<file path="src/rtl/nrzi_frame_decoder.sv">
// NRZI line decoder with flag framing: recovers bits, aligns bytes to FLAG, reports frame boundaries.
// Define NRZI_DESTUFF_EN to enable zero-bit destuffing, run-of-ones flag detection and abort reporting.
module nrzi_frame_decoder #(
   parameter logic [7:0] FLAG      = 8'h7E,
   parameter logic       LINE_IDLE = 1'b0
) (
   input  logic       clk,
   input  logic       rst,
   input  logic       line_in,
   input  logic       bit_en,
   output logic [7:0] data_out,
   output logic       data_valid,
   output logic       frame_start,
   output logic       frame_end,
   output logic       abort_err,
   output logic       in_frame
);

   typedef enum logic [1:0] {HUNT, OPEN, DATA} state_t;

   state_t     state, state_nx;
   logic       prev_line;
   logic [2:0] bitcnt, bitcnt_nx;
   logic [6:0] byte_sr, byte_sr_nx;
   logic [7:0] data_nx;
   logic       dv_nx, fs_nx, fe_nx;

   logic       dbit;
   logic [7:0] shifted;
   logic       aligned;
   logic       flag_evt;
   logic       abort_evt;
   logic       keep_bit;

   // byte_sr holds the 7 most recent kept bits; the current bit completes the byte.
   assign dbit    = line_in ^ prev_line;
   assign shifted = {dbit, byte_sr};
   assign aligned = (bitcnt == 3'd7) && (shifted == FLAG);

`ifdef NRZI_DESTUFF_EN
   logic [4:0] ones;
   logic       ab_nx;

   assign abort_evt = dbit && (ones == 5'd6);
   assign flag_evt  = !dbit && (ones == 5'd6);
   assign keep_bit  = !(!dbit && (ones == 5'd5));

   // Saturating run length so a long run of 1s aborts only once.
   always_ff @(posedge clk or posedge rst) begin
      if (rst) begin
         ones      <= 5'd0;
         abort_err <= 1'b0;
      end else begin
         abort_err <= ab_nx;
         if (bit_en) begin
            if (!dbit)
               ones <= 5'd0;
            else if (ones != 5'd31)
               ones <= ones + 5'd1;
         end
      end
   end
`else
   assign abort_evt = 1'b0;
   assign keep_bit  = 1'b1;
   // In HUNT any 8-bit window may match; once synced only byte boundaries count.
   assign flag_evt  = (state == HUNT) ? (shifted == FLAG) : aligned;
   assign abort_err = 1'b0;
`endif

   always_ff @(posedge clk or posedge rst) begin
      if (rst)
         state <= HUNT;
      else
         state <= state_nx;
   end

   always_comb begin
      state_nx   = state;
      bitcnt_nx  = bitcnt;
      byte_sr_nx = byte_sr;
      data_nx    = data_out;
      dv_nx      = 1'b0;
      fs_nx      = 1'b0;
      fe_nx      = 1'b0;
`ifdef NRZI_DESTUFF_EN
      ab_nx      = 1'b0;
`endif
      if (bit_en) begin
         if (abort_evt) begin
`ifdef NRZI_DESTUFF_EN
            ab_nx = 1'b1;
`endif
            state_nx  = HUNT;
            bitcnt_nx = 3'd0;
         end else if (flag_evt) begin
            bitcnt_nx = 3'd0;
            state_nx  = OPEN;
            if (state == DATA && aligned) begin
               fe_nx = 1'b1;
            end else if (state != HUNT && !aligned) begin
`ifdef NRZI_DESTUFF_EN
               ab_nx = 1'b1;
`endif
            end
         end else if (keep_bit) begin
            byte_sr_nx = shifted[7:1];
            bitcnt_nx  = bitcnt + 3'd1;
            if (bitcnt == 3'd7 && state != HUNT) begin
               data_nx  = shifted;
               dv_nx    = 1'b1;
               fs_nx    = (state == OPEN);
               state_nx = DATA;
            end
         end
      end
   end

   always_ff @(posedge clk or posedge rst) begin
      if (rst) begin
         prev_line   <= LINE_IDLE;
         bitcnt      <= 3'd0;
         byte_sr     <= 7'd0;
         data_out    <= 8'h00;
         data_valid  <= 1'b0;
         frame_start <= 1'b0;
         frame_end   <= 1'b0;
         in_frame    <= 1'b0;
      end else begin
         if (bit_en)
            prev_line <= line_in;
         bitcnt      <= bitcnt_nx;
         byte_sr     <= byte_sr_nx;
         data_out    <= data_nx;
         data_valid  <= dv_nx;
         frame_start <= fs_nx;
         frame_end   <= fe_nx;
         in_frame    <= (state_nx == DATA);
      end
   end

endmodule

</file>
<file path="config.mk">
export PLATFORM = sky130hd
export DESIGN_NAME = nrzi_frame_decoder
export DESIGN_NICKNAME = d
export VERILOG_FILES = /design/src/rtl/nrzi_frame_decoder.sv
export SDC_FILE = /design/constraint.sdc
export NUM_CORES = 1
export LEC_CHECK = 0
export ABC_AREA = 1
export BUFFER_PORTS_ARGS = -buffer_cell sky130_fd_sc_hd__buf_2
export CELL_PAD_IN_SITES_DETAIL_PLACEMENT = 2
export CELL_PAD_IN_SITES_GLOBAL_PLACEMENT = 2
export CORE_ASPECT_RATIO = 1.75
export CORE_MARGIN = 1
export CORE_UTILIZATION = 35
export DETAILED_ROUTE_END_ITERATION = 8
export MAX_ROUTING_LAYER = met4
export PLACE_DENSITY_LB_ADDON = 0.3
export SLEW_MARGIN = 20
export SYNTH_ARGS = -nofsm -noshare
export SYNTH_HDL_FRONTEND = slang
export SYNTH_SLANG_ARGS = --single-unit
</file>
<file path="constraint.sdc">
create_clock -name clk -period 3.4 [get_ports clk]
set_input_delay 0.51 -clock clk [delete_from_list [all_inputs] [get_ports clk]]
set_output_delay 0.51 -clock clk [all_outputs]
set_load 0.05 [all_outputs]
</file>
==> results of run 1 <==
per-stage QoR:
stage	power, W	std cells	worst slack (ps)
2_1_floorplan	0.0007506	114	1840
3_3_place_gp	0.0008122	167	1688
3_5_place_dp	0.0008306	167	1592
4_1_cts	0.001009	171	1577
5_1_grt	0.001063	171	1434
6_report	0.0009905	171	1602
Yosys cell counts:
cell       n
buf_12     3
buf_2      1
buf_4      1
conb_1     1
dfrtp_1   25
ha_1       2
inv_1     13
inv_2      2
nand2_1   22
nand2_2    9
nand2_4    1
nand3_1    4
nand3_2    1
nand3_4    2
nand4_1    1
nor2_2     1
nor2_4     1
nor3_1     3
nor3_2     1
o21a_1     1
o21ai_0    1
o21ai_1    8
o21ai_2    9
o21bai_2   1
registers in the layout, indices dropped and copies added, names as in the netlist:
signal / cells
byte_sr: 7
data_valid: 1
frame_start: 1
in_frame: 1
bitcnt: 3
frame_end: 1
prev_line: 1
state: 2
data_out: 8
metal layers:
metal  up-vias  GRT usage (%)  share of wire, %  wire length [um]
met2        12          25.63                53              1214
met1       396          19.01                44              1015
met5         -              -                 0                 0
met3         4          2.045               2.1                48
met4         0          4.412               1.3                29
li1        387              -                 -                 -
worst max-delay path by stage:
stage	start	endpoint
2_1_floorplan	bitcnt[0]$_DFFE_PP0P_	data_out[7]$_DFFE_PP0P_
5_1_grt	bitcnt[0]$_DFFE_PP0P_	data_out[1]$_DFFE_PP0P_
6_report	bitcnt[0]$_DFFE_PP0P_	data_out[1]$_DFFE_PP0P_
3_3_place_gp	bitcnt[0]$_DFFE_PP0P_	data_out[1]$_DFFE_PP0P_
4_1_cts	bitcnt[0]$_DFFE_PP0P_	data_out[1]$_DFFE_PP0P_
3_5_place_dp	bitcnt[0]$_DFFE_PP0P_	data_out[1]$_DFFE_PP0P_
final cells by class:
type	instances	area [sq um]	area share, %
Multi-Input combinational cell	69	435.4	33.72
Inverter	15	56.30	4.360
Timing Repair Buffer	15	75.07	5.814
Clock buffer	4	45.04	3.488
Sequential cell	25	625.6	48.45
Tap cell	43	53.80	4.167
worst reg2reg max path, stage by stage (launching register included):
cell and delay [ps]:
dfrtp_1 410, ha_1 220, ha_1 210, o21bai_2 220, nand3_4 130, nand3_4 280, nand2_1 140, o21ai_1 70
logic make-up after synthesis:
logic type	Yosys count
simple gates	46
compound gates	20
buf+inv	20
other cells	1
flops	25
fa+ha+maj	2
power by group through the flow:
stage	sequential [W]	combinational, W	clock [W]
2_1_floorplan	0.000584	0.000166	0
3_3_place_gp	0.000437	0.000375	0
3_5_place_dp	0.000443	0.000388	0
4_1_cts	0.000437	0.000390	0.000182
5_1_grt	0.000447	0.000419	0.000197
6_report	0.000435	0.000382	0.000173
==> flow_summary_export.csv, run 1 <==
group,metric,value,unit
power_and_ir_drop,comb_power_share,38.5,%
grt,grt_pass1_vias,924,
place,portBuffers,15,
power_and_ir_drop,p_sw_share,43.25,%
cts,cts_made_buffers,3,
power_and_ir_drop,p_leak,0.6356,nW
grt,grt_first_pass_wirelength,4091,um
sta,min_period,1798,ps
yosys,syn-cell-area,1190,sq um
sta,finalSetupViolCount,0,
outcome,status,"finished clean",
yosys,syn_inst,114,
die,rows,27,
sta,holdWs,459.8,ps
yosys,synthSimpleGateAreaFrac,22.19,%
grt,overflow,0,
die,die-area,3646,sq um
detailed_routing,via_per_inst,4.673,
cells_and_area,layout_common_cells,"25 x dfrtp_1, 22 x nand2_1, 15 x buf_2, 13 x inv_1",
critical_path,rr_worst_depth,7,
grt,grt_antenna_before_repair,0,
power_and_ir_drop,p_seq_share,44.0,%
yosys,synth-adder-area-share,2.103,%
critical_path,crit_path_max_fanout,21,
cts,cts_root_buffer,"clkbuf_8",
yosys,synth_compound_area_share,11.99,%
cells_and_area,final_core_util,40.66,%
critical_path,critPathCaptureType,"flip-flop",
cts,clock_path_buffers,2,
place,globalplace.congestion,0.7148,
power_and_ir_drop,peakVddDrop,0.2337,mV
sta,maxSlewHeadroom,35.35,%
cts,post_cts_buffers,0,
critical_path,startpoint_type,"flip-flop",
yosys,synth_seq_cells,25,
cts,clock_sinks,25,
cells_and_area,layout_commonest_cell,"dfrtp_1",
yosys,synthTopCellsByArea,"dfrtp_1 53%, nand2_1 6.9%, o21ai_2 6.6%",
cts,clk_latency,260,ps
yosys,synthMuxAreaShare,0,%
detailed_routing,postRouteAntennaNets,0,
critical_path,timing_worst_setup_path_type,"reg2reg",
flow_run,drv_cap,0,
sta,worstMarginPinSlew,968.6,ps
sta,skew,2.570,ps
detailed_routing,avgRoutedWirePerCell,13.49,um
cts,ctsHoldBuffers,0,
place,dp_hpwl,1759,um
critical_path,critPathMaxStageDelay,410,ps
die,core_area,3176,sq um
cells_and_area,drive_gt1_share,35.94,%
sta,clock.fmax,556.1,MHz
critical_path,crit_slowest_cell,"dfrtp_1",
die,io_pins,17,
critical_path,cp.buffers_inverters,0,
yosys,seq_area_frac_synth,52.58,%
critical_path,crit_chain,"ha_1 > ha_1 > o21bai_2 > nand3_4 > nand3_4 > nand2_1 > o21ai_1",
cells_and_area,design_area,1291,sq um
sta,rsz0062_at_grt,"false",
yosys,synth_top_family_by_area,"simple AND/OR/NAND/NOR gates",
cts,clk_pin_slew,80,ps
min_path,hold_path.class,"in2async",
yosys,synth_top_area_cell,"dfrtp_1",
yosys,syn_nets,120,
critical_path,regToRegSetupSlack,1600,ps
power_and_ir_drop,clockPowerShare,17.5,%
yosys,syn_avg_cell_area,10.44,sq um
sta,hold_viol,0,
critical_path,path_depth,7,
sta,tns,0,ps
sta,slew_violations,0,
die,die_w,46.08,um
grt,grtUsageTotal,15.47,%
die,start_util,37.47,%
critical_path,arrival,1940,ps
detailed_routing,drt-initial-drc-count,13,
critical_path,timing.rr.end,"data_out[1]$_DFFE_PP0P_",
cells_and_area,area_delta_synth_final,8.518,%
yosys,synth_xor_area_share,0,%
sta,post-route-period-util,52.89,%
power_and_ir_drop,p_switching,0.0004284,W
critical_path,critical_path.top_delay_family,"simple AND/OR/NAND/NOR gates",
yosys,synth_cell_types,24,
cts,postCtsResizedCells,0,
critical_path,crit_required,3540,ps
critical_path,r2r-start,"bitcnt[0]$_DFFE_PP0P_",
cts,cts_tree,"done",
die,die_h,79.13,um
place,dpl_cell_area,1246,sq um
detailed_routing,drt-total-wl,2307,um
yosys,yosysWarnings,0,
cts,h-tree-depth,1,
detailed_routing,drc,0,
cells_and_area,fillers,370,
power_and_ir_drop,power-per-cell-area,767.1,nW/um^2
power_and_ir_drop,cell_internal_pwr,0.0005621,W
detailed_routing,firstDrtPassIters,2,
grt,grt_max_degree,26,
yosys,yosysTopAreaCellShare,52.58,%
cells_and_area,num-nets-final,135,
cells_and_area,antenna_cells,0,
detailed_routing,vias,799,
No activity file was read; power rests on OpenSTA's default activity.
==> run 2: changes to the inputs <==
--- a/config.mk
+++ b/config.mk
@@ -11,7 +11,7 @@
 export CELL_PAD_IN_SITES_GLOBAL_PLACEMENT = 2
 export CORE_ASPECT_RATIO = 1.75
 export CORE_MARGIN = 1
-export CORE_UTILIZATION = 35
+export CORE_UTILIZATION = 32
 export DETAILED_ROUTE_END_ITERATION = 8
 export MAX_ROUTING_LAYER = met4
 export PLACE_DENSITY_LB_ADDON = 0.3
==> constraint.sdc (replaced) <==
create_clock -name clk -period 1.53 [get_ports clk]
set_input_delay 0.2295 -clock clk [delete_from_list [all_inputs] [get_ports clk]]
set_output_delay 0.2295 -clock clk [all_outputs]
set_load 0.05 [all_outputs]
==> run 2 against run 1 <==
The run now ends with negative hold slack, negative setup slack left. Total power rose by 140%. Setup slack got worse by 1600 ps. First-iteration DRC count is 92% lower. Die area rose by 9.0%. Hold slack worse by 460 ps. Non-clock buffer count up 11. Sequential share of layout area fell by 6.1 points. Count of clock-buffer cells in the layout stayed put. Wire length rose by 20%. Critical path type unchanged. Largest power group unchanged.
==> flow_summary_export.csv, run 2 (synthesis gave the netlist of run 1 again) <==
group,metric,value,unit
outcome,status,"complete, but fails checks",
outcome,violations,"negative hold slack, negative setup slack",
die,die_h,82.67,um
sta,skew,3.868,ps
sta,holdWs,-0.1688,ps
power_and_ir_drop,power.total,0.002389,W
power_and_ir_drop,p_switching,0.001035,W
sta,rsz0062_at_grt,"true",
cells_and_area,antenna_cells,0,
die,rows,29,
cts,clock_sinks,25,
place,dp_cells,175,
detailed_routing,vias,885,
die,io_pins,17,
min_path,hold_path.class,"in2async",
sta,clock.fmax,644.3,MHz
die,core_area,3592,sq um
flow_run,drv_cap,0,
cells_and_area,drive_gt1_share,46.04,%
cells_and_area,largest_reg_flops,8,
sta,post-route-period-util,101.4,%
cells_and_area,design_area,1479,sq um
grt,overflow,0,
cells_and_area,num-nets-final,146,
critical_path,startpoint_type,"flip-flop",
grt,grt_first_pass_wirelength,4478,um
cells_and_area,final_core_util,41.17,%
cts,clock_path_buffers,2,
grt,grt_antenna_before_repair,0,
cells_and_area,regMostFlops,"data_out",
power_and_ir_drop,peakVddDrop,0.5347,mV
cells_and_area,area_delta_synth_final,24.29,%
power_and_ir_drop,p_sw_share,43.32,%
grt,grtUsageTotal,16.63,%
power_and_ir_drop,cell_internal_pwr,0.001354,W
sta,finalSetupViolCount,9,
sta,slew_violations,0,
die,die_w,48.10,um
place,globalplace.congestion,0.7343,
sta,hold_viol,1,
cells_and_area,stdcell_count,185,
cts,clk_latency,270,ps
detailed_routing,drt-total-wl,2757,um
detailed_routing,drc,0,
power_and_ir_drop,comb_power_share,41.5,%
grt,grt_max_degree,26,
cells_and_area,top_regs,"data_out x8, byte_sr x7, bitcnt x3",
critical_path,critPathCaptureType,"flip-flop",
cts,cts_made_buffers,3,
critical_path,crit_path_max_fanout,8,
detailed_routing,firstDrtPassIters,2,
cells_and_area,layout_commonest_cell,"dfrtp_1",
detailed_routing,avgRoutedWirePerCell,14.90,um
place,dpl_cell_area,1308,sq um
cts,cts_root_buffer,"clkbuf_8",
critical_path,crit_required,1690,ps
grt,grt_pass1_vias,992,
cells_and_area,layout_common_cells,"25 x dfrtp_1, 18 x nand2_1, 15 x buf_2, 13 x inv_1, 10 x o21ai_2",
power_and_ir_drop,power-per-cell-area,1616,nW/um^2
power_and_ir_drop,clockPowerShare,16.3,%
critical_path,timing_worst_setup_path_type,"reg2reg",
sta,min_period,1552,ps
detailed_routing,postRouteAntennaNets,0,
cts,cts_tree,"done",
critical_path,arrival,1710,ps
sta,layout_setup_ws,-22.13,ps
place,portBuffers,15,
detailed_routing,drt-initial-drc-count,1,
detailed_routing,via_per_inst,4.784,
cts,h-tree-depth,1,
place,dp_hpwl,2037,um
die,start_util,33.12,%
cts,clk_pin_slew,90,ps
power_and_ir_drop,p_seq_share,42.2,%
cells_and_area,fillers,376,
power_and_ir_drop,p_leak,0.7112,nW
die,die-area,3976,sq um
cts,ctsHoldBuffers,0,
==> run 2: cell type report <==
class | count | area [sq um] | share of cell area [%]
Multi-Input combinational cell | 69 | 500.5 | 33.84
Inverter | 15 | 56.30 | 3.807
Tap cell | 46 | 57.56 | 3.892
Timing Repair Buffer | 26 | 193.9 | 13.11
Clock buffer | 4 | 45.04 | 3.046
Sequential cell | 25 | 625.6 | 42.30
==> run 2: timing repair <==
action,in CTS,in global routing
pin swaps,3,3
gates cloned,1,0
endpoints found under the setup margin,9,22
gates resized for setup,7,8
buffers inserted,3,2
==> run 2: worst max-delay path: stages (launching register included) <==
cell and delay [ps]:
dfrtp_1 400, ha_2 220, ha_4 160, o21bai_4 180, nand3_4 80, nand3_4 120
buf_12 180, nand2_2 60, o21ai_2 40
==> run 2: worst paths after layout <==
path / start / endpoint / slack, ps / cells past startpoint
max: bitcnt[0]$_DFFE_PP0P_ / data_out[2]$_DFFE_PP0P_ / -20 / 8
min: rst / data_out[1]$_DFFE_PP0P_ / -0.2 / 3
max reg2reg: bitcnt[0]$_DFFE_PP0P_ / data_out[2]$_DFFE_PP0P_ / -20 / 8
min reg2reg: data_out[5]$_DFFE_PP0P_ / data_out[5]$_DFFE_PP0P_ / 500 / 2
max in group asynchronous: rst / byte_sr[4]$_DFFE_PP0P_ / 1280 / 3
min in group clk: line_in / prev_line$_DFFE_PP0P_ / 210 / 3
==> run 2: power by group through the flow <==
stage | registers [W] | logic (W) | clock network [W]
after floorplan | 0.00131 | 0.000381 | 0
after global placement | 0.000982 | 0.000869 | 0
after detailed placement | 0.00100 | 0.000910 | 0
after CTS | 0.000996 | 0.000959 | 0.000397
final | 0.00101 | 0.000992 | 0.000389
after global routing | 0.00104 | 0.00108 | 0.000429
==> run 2: stage by stage <==
step / TNS [ps] / worst slack (ps)
final: -141.3 / -22.13
after global routing: -910.2 / -70.49
after CTS: -37.55 / -9.624
after detailed placement: -348.5 / -67.81
after global placement: 0 / 42.48
after floorplan: 0 / 16.20
==> run 2: layer usage <==
layer / global-route usage [%] / wire length (um) / share of wire, %
met3: 1.522 / 49 / 1.8
met4: 6.667 / 53 / 1.9
met2: 31.49 / 1714 / 62
met5: - / 0 / 0
met1: 16.01 / 939 / 34
==> run 3: changes to the inputs <==
--- a/config.mk
+++ b/config.mk
@@ -10,9 +10,10 @@
 export CELL_PAD_IN_SITES_DETAIL_PLACEMENT = 2
 export CELL_PAD_IN_SITES_GLOBAL_PLACEMENT = 2
 export CORE_ASPECT_RATIO = 1.75
-export CORE_MARGIN = 1
+export CORE_MARGIN = 2
 export CORE_UTILIZATION = 32
 export DETAILED_ROUTE_END_ITERATION = 8
+export GPL_TIMING_DRIVEN = 0
 export MAX_ROUTING_LAYER = met4
 export PLACE_DENSITY_LB_ADDON = 0.3
 export SLEW_MARGIN = 20
==> run 3 against run 2 <==
The run ends with negative setup slack left. Clock power increased by 2%. Count of clock-buffer cells in the layout is the same. Wire length rose by 14%. Final cell count grew 1.6%. First-iteration DRC count rose to 14 times the previous value. Non-clock buffer count increased by 3. Sequential cell count unchanged. Combinational power grew 7%. Critical path depth is 1 higher. Clock skew fell by 1.0 ps. Design area grew 9.1%. Setup slack got worse by 52 ps. Largest cell class unchanged. Highest routed layer unchanged.
==> flow_summary_export.csv, run 3 (synthesis gave the netlist of run 1 again) <==
group,metric,value,unit
sta,clock.fmax,623.4,MHz
sta,min_period,1604,ps
cells_and_area,top_regs,"data_out x8, byte_sr x7, bitcnt x3",
sta,rsz0062_at_grt,"true",
cells_and_area,antenna_cells,0,
cts,clock_path_buffers,2,
place,globalplace.congestion,0.6798,
cts,ctsHoldBuffers,0,
cts,clk_pin_slew,90,ps
grt,grt_max_degree,26,
critical_path,crit_required,1690,ps
sta,finalSetupViolCount,20,
place,dp_slack,-108.3,ps
die,start_util,33.12,%
cells_and_area,layout_common_cells,"24 x dfrtp_1, 19 x nand2_1, 17 x o21ai_2, 15 x buf_2, 12 x inv_1",
place,dp_cells,174,
grt,use_met3,1.957,%
critical_path,crit_path_max_fanout,7,
cells_and_area,num-nets-final,149,
detailed_routing,firstDrtPassIters,3,
grt,grt_pass1_vias,1046,
outcome,status,"complete, but fails checks",
power_and_ir_drop,power-per-cell-area,1535,nW/um^2
detailed_routing,drt-initial-drc-count,14,
sta,worstMarginPinSlew,948.2,ps
sta,maxSlewHeadroom,36.40,%
place,dpl_cell_area,1325,sq um
grt,grt_use_met1,18.89,%
sta,layout_setup_ws,-74.23,ps
cts,cts_root_buffer,"clkbuf_8",
cells_and_area,layout_commonest_cell,"dfrtp_1",
detailed_routing,drc,0,
sta,tns,-801.4,ps
cts,clk_latency,270,ps
die,io_pins,17,
cells_and_area,stdcell_count,188,
grt,use_met2,31.58,%
critical_path,startpoint_type,"flip-flop",
cts,clock_sinks,25,
grt,grt_antenna_before_repair,0,
grt,grt_first_pass_wirelength,5478,um
cts,cts_tree,"done",
critical_path,regToRegSetupSlack,-70,ps
detailed_routing,via_per_inst,4.835,
detailed_routing,vias,909,
power_and_ir_drop,peakVddDrop,0.6051,mV
cts,h-tree-depth,1,
flow_run,drv_cap,0,
grt,grtUsageTotal,17.88,%
place,portBuffers,14,
detailed_routing,drt-total-wl,3150,um
sta,post-route-period-util,104.9,%
power_and_ir_drop,power.total,0.002477,W
outcome,violations,"negative setup slack",
detailed_routing,avgRoutedWirePerCell,16.76,um
cells_and_area,largest_reg_flops,8,
critical_path,critPathCaptureType,"flip-flop",
cells_and_area,drive_gt1_share,52.11,%
cts,cts_made_buffers,3,
sta,hold_viol,0,
sta,slew_violations,0,
grt,overflow,0,
place,dp_hpwl,1944,um
critical_path,arrival,1770,ps
sta,skew,2.851,ps
die,die_h,84.67,um
grt,top_usage_layer,"met2",
cells_and_area,area_delta_synth_final,35.65,%
die,die-area,4241,sq um
cells_and_area,design_area,1614,sq um
min_path,hold_path.class,"in2async",
die,core_area,3592,sq um
detailed_routing,postRouteAntennaNets,0,
die,die_w,50.10,um
die,rows,29,
cells_and_area,regMostFlops,"data_out",
critical_path,timing_worst_setup_path_type,"reg2reg",
power_and_ir_drop,p_leak,0.7726,nW
[run 3: cell count changes in the layout (fill, tap and decap cells not counted), sizes merged]
cell and delta:
clkinv +1, inv -1, buf +3
[run 3: worst paths after layout]
| path | depth (start not counted) | start | to |
|---|---|---|---|
| min | 2 | rst | data_valid$_DFF_PP0_ |
| max | 9 | bitcnt[1]$_DFFE_PP0P_ | byte_sr[0]$_DFFE_PP0P_ |
| max in group asynchronous | 2 | rst | byte_sr[0]$_DFFE_PP0P_ |
| min in group clk | 3 | line_in | prev_line$_DFFE_PP0P_ |
| max reg2reg | 9 | bitcnt[1]$_DFFE_PP0P_ | byte_sr[0]$_DFFE_PP0P_ |
| min reg2reg | 2 | data_out[3]$_DFFE_PP0P_ | data_out[3]$_DFFE_PP0P_ |
[run 3: area by class of cell]
| type | count | area, sq um |
|---|---|---|
| Fill cell | 392 | 1978 |
| Sequential cell | 25 | 626.9 |
| Multi-Input combinational cell | 69 | 554.3 |
| Timing Repair Buffer | 24 | 201.4 |
| Buffer | 5 | 72.57 |
| Tap cell | 46 | 57.56 |
| Inverter | 15 | 56.30 |
| Clock buffer | 4 | 45.04 |
[run 3: where the power goes]
group	switching [W]	internal, W
Clock	0.000211	0.000187
Sequential	0.000187	0.000837
Combinational	0.000696	0.000360
Total	0.00109	0.00138
[run 3: critical path: stages, from the launching register on]
cell,delay [ps]
dfrtp_1,400
ha_2,210
ha_4,150
o21bai_4,170
nand3_4,100
buf_12,120
nand2_8,70
buf_12,160
nand2_4,60
o21ai_2,50
[run 3: routing by layer]
layer / up-vias / wire (um)
met5: - / 0
met4: 0 / 145
met3: 11 / 81
met2: 20 / 1883
met1: 462 / 1039
li1: 416 / -
[run 3: timing repair]
item | CTS | global route
gates resized for setup | 24 | 5
gates cloned | 2 | 0
endpoints found under the setup margin | 20 | 23
buffers inserted | 7 | 1
pin swaps | 1 | 2
[run 3: per-stage QoR]
stage                     utilization, %  hold WS [ps]
after floorplan                        -         256.8
after global placement             36.89         464.6
after detailed placement           36.89         472.7
after CTS                          44.10         210.0
after global routing               44.93         88.16
final                              44.93         44.96
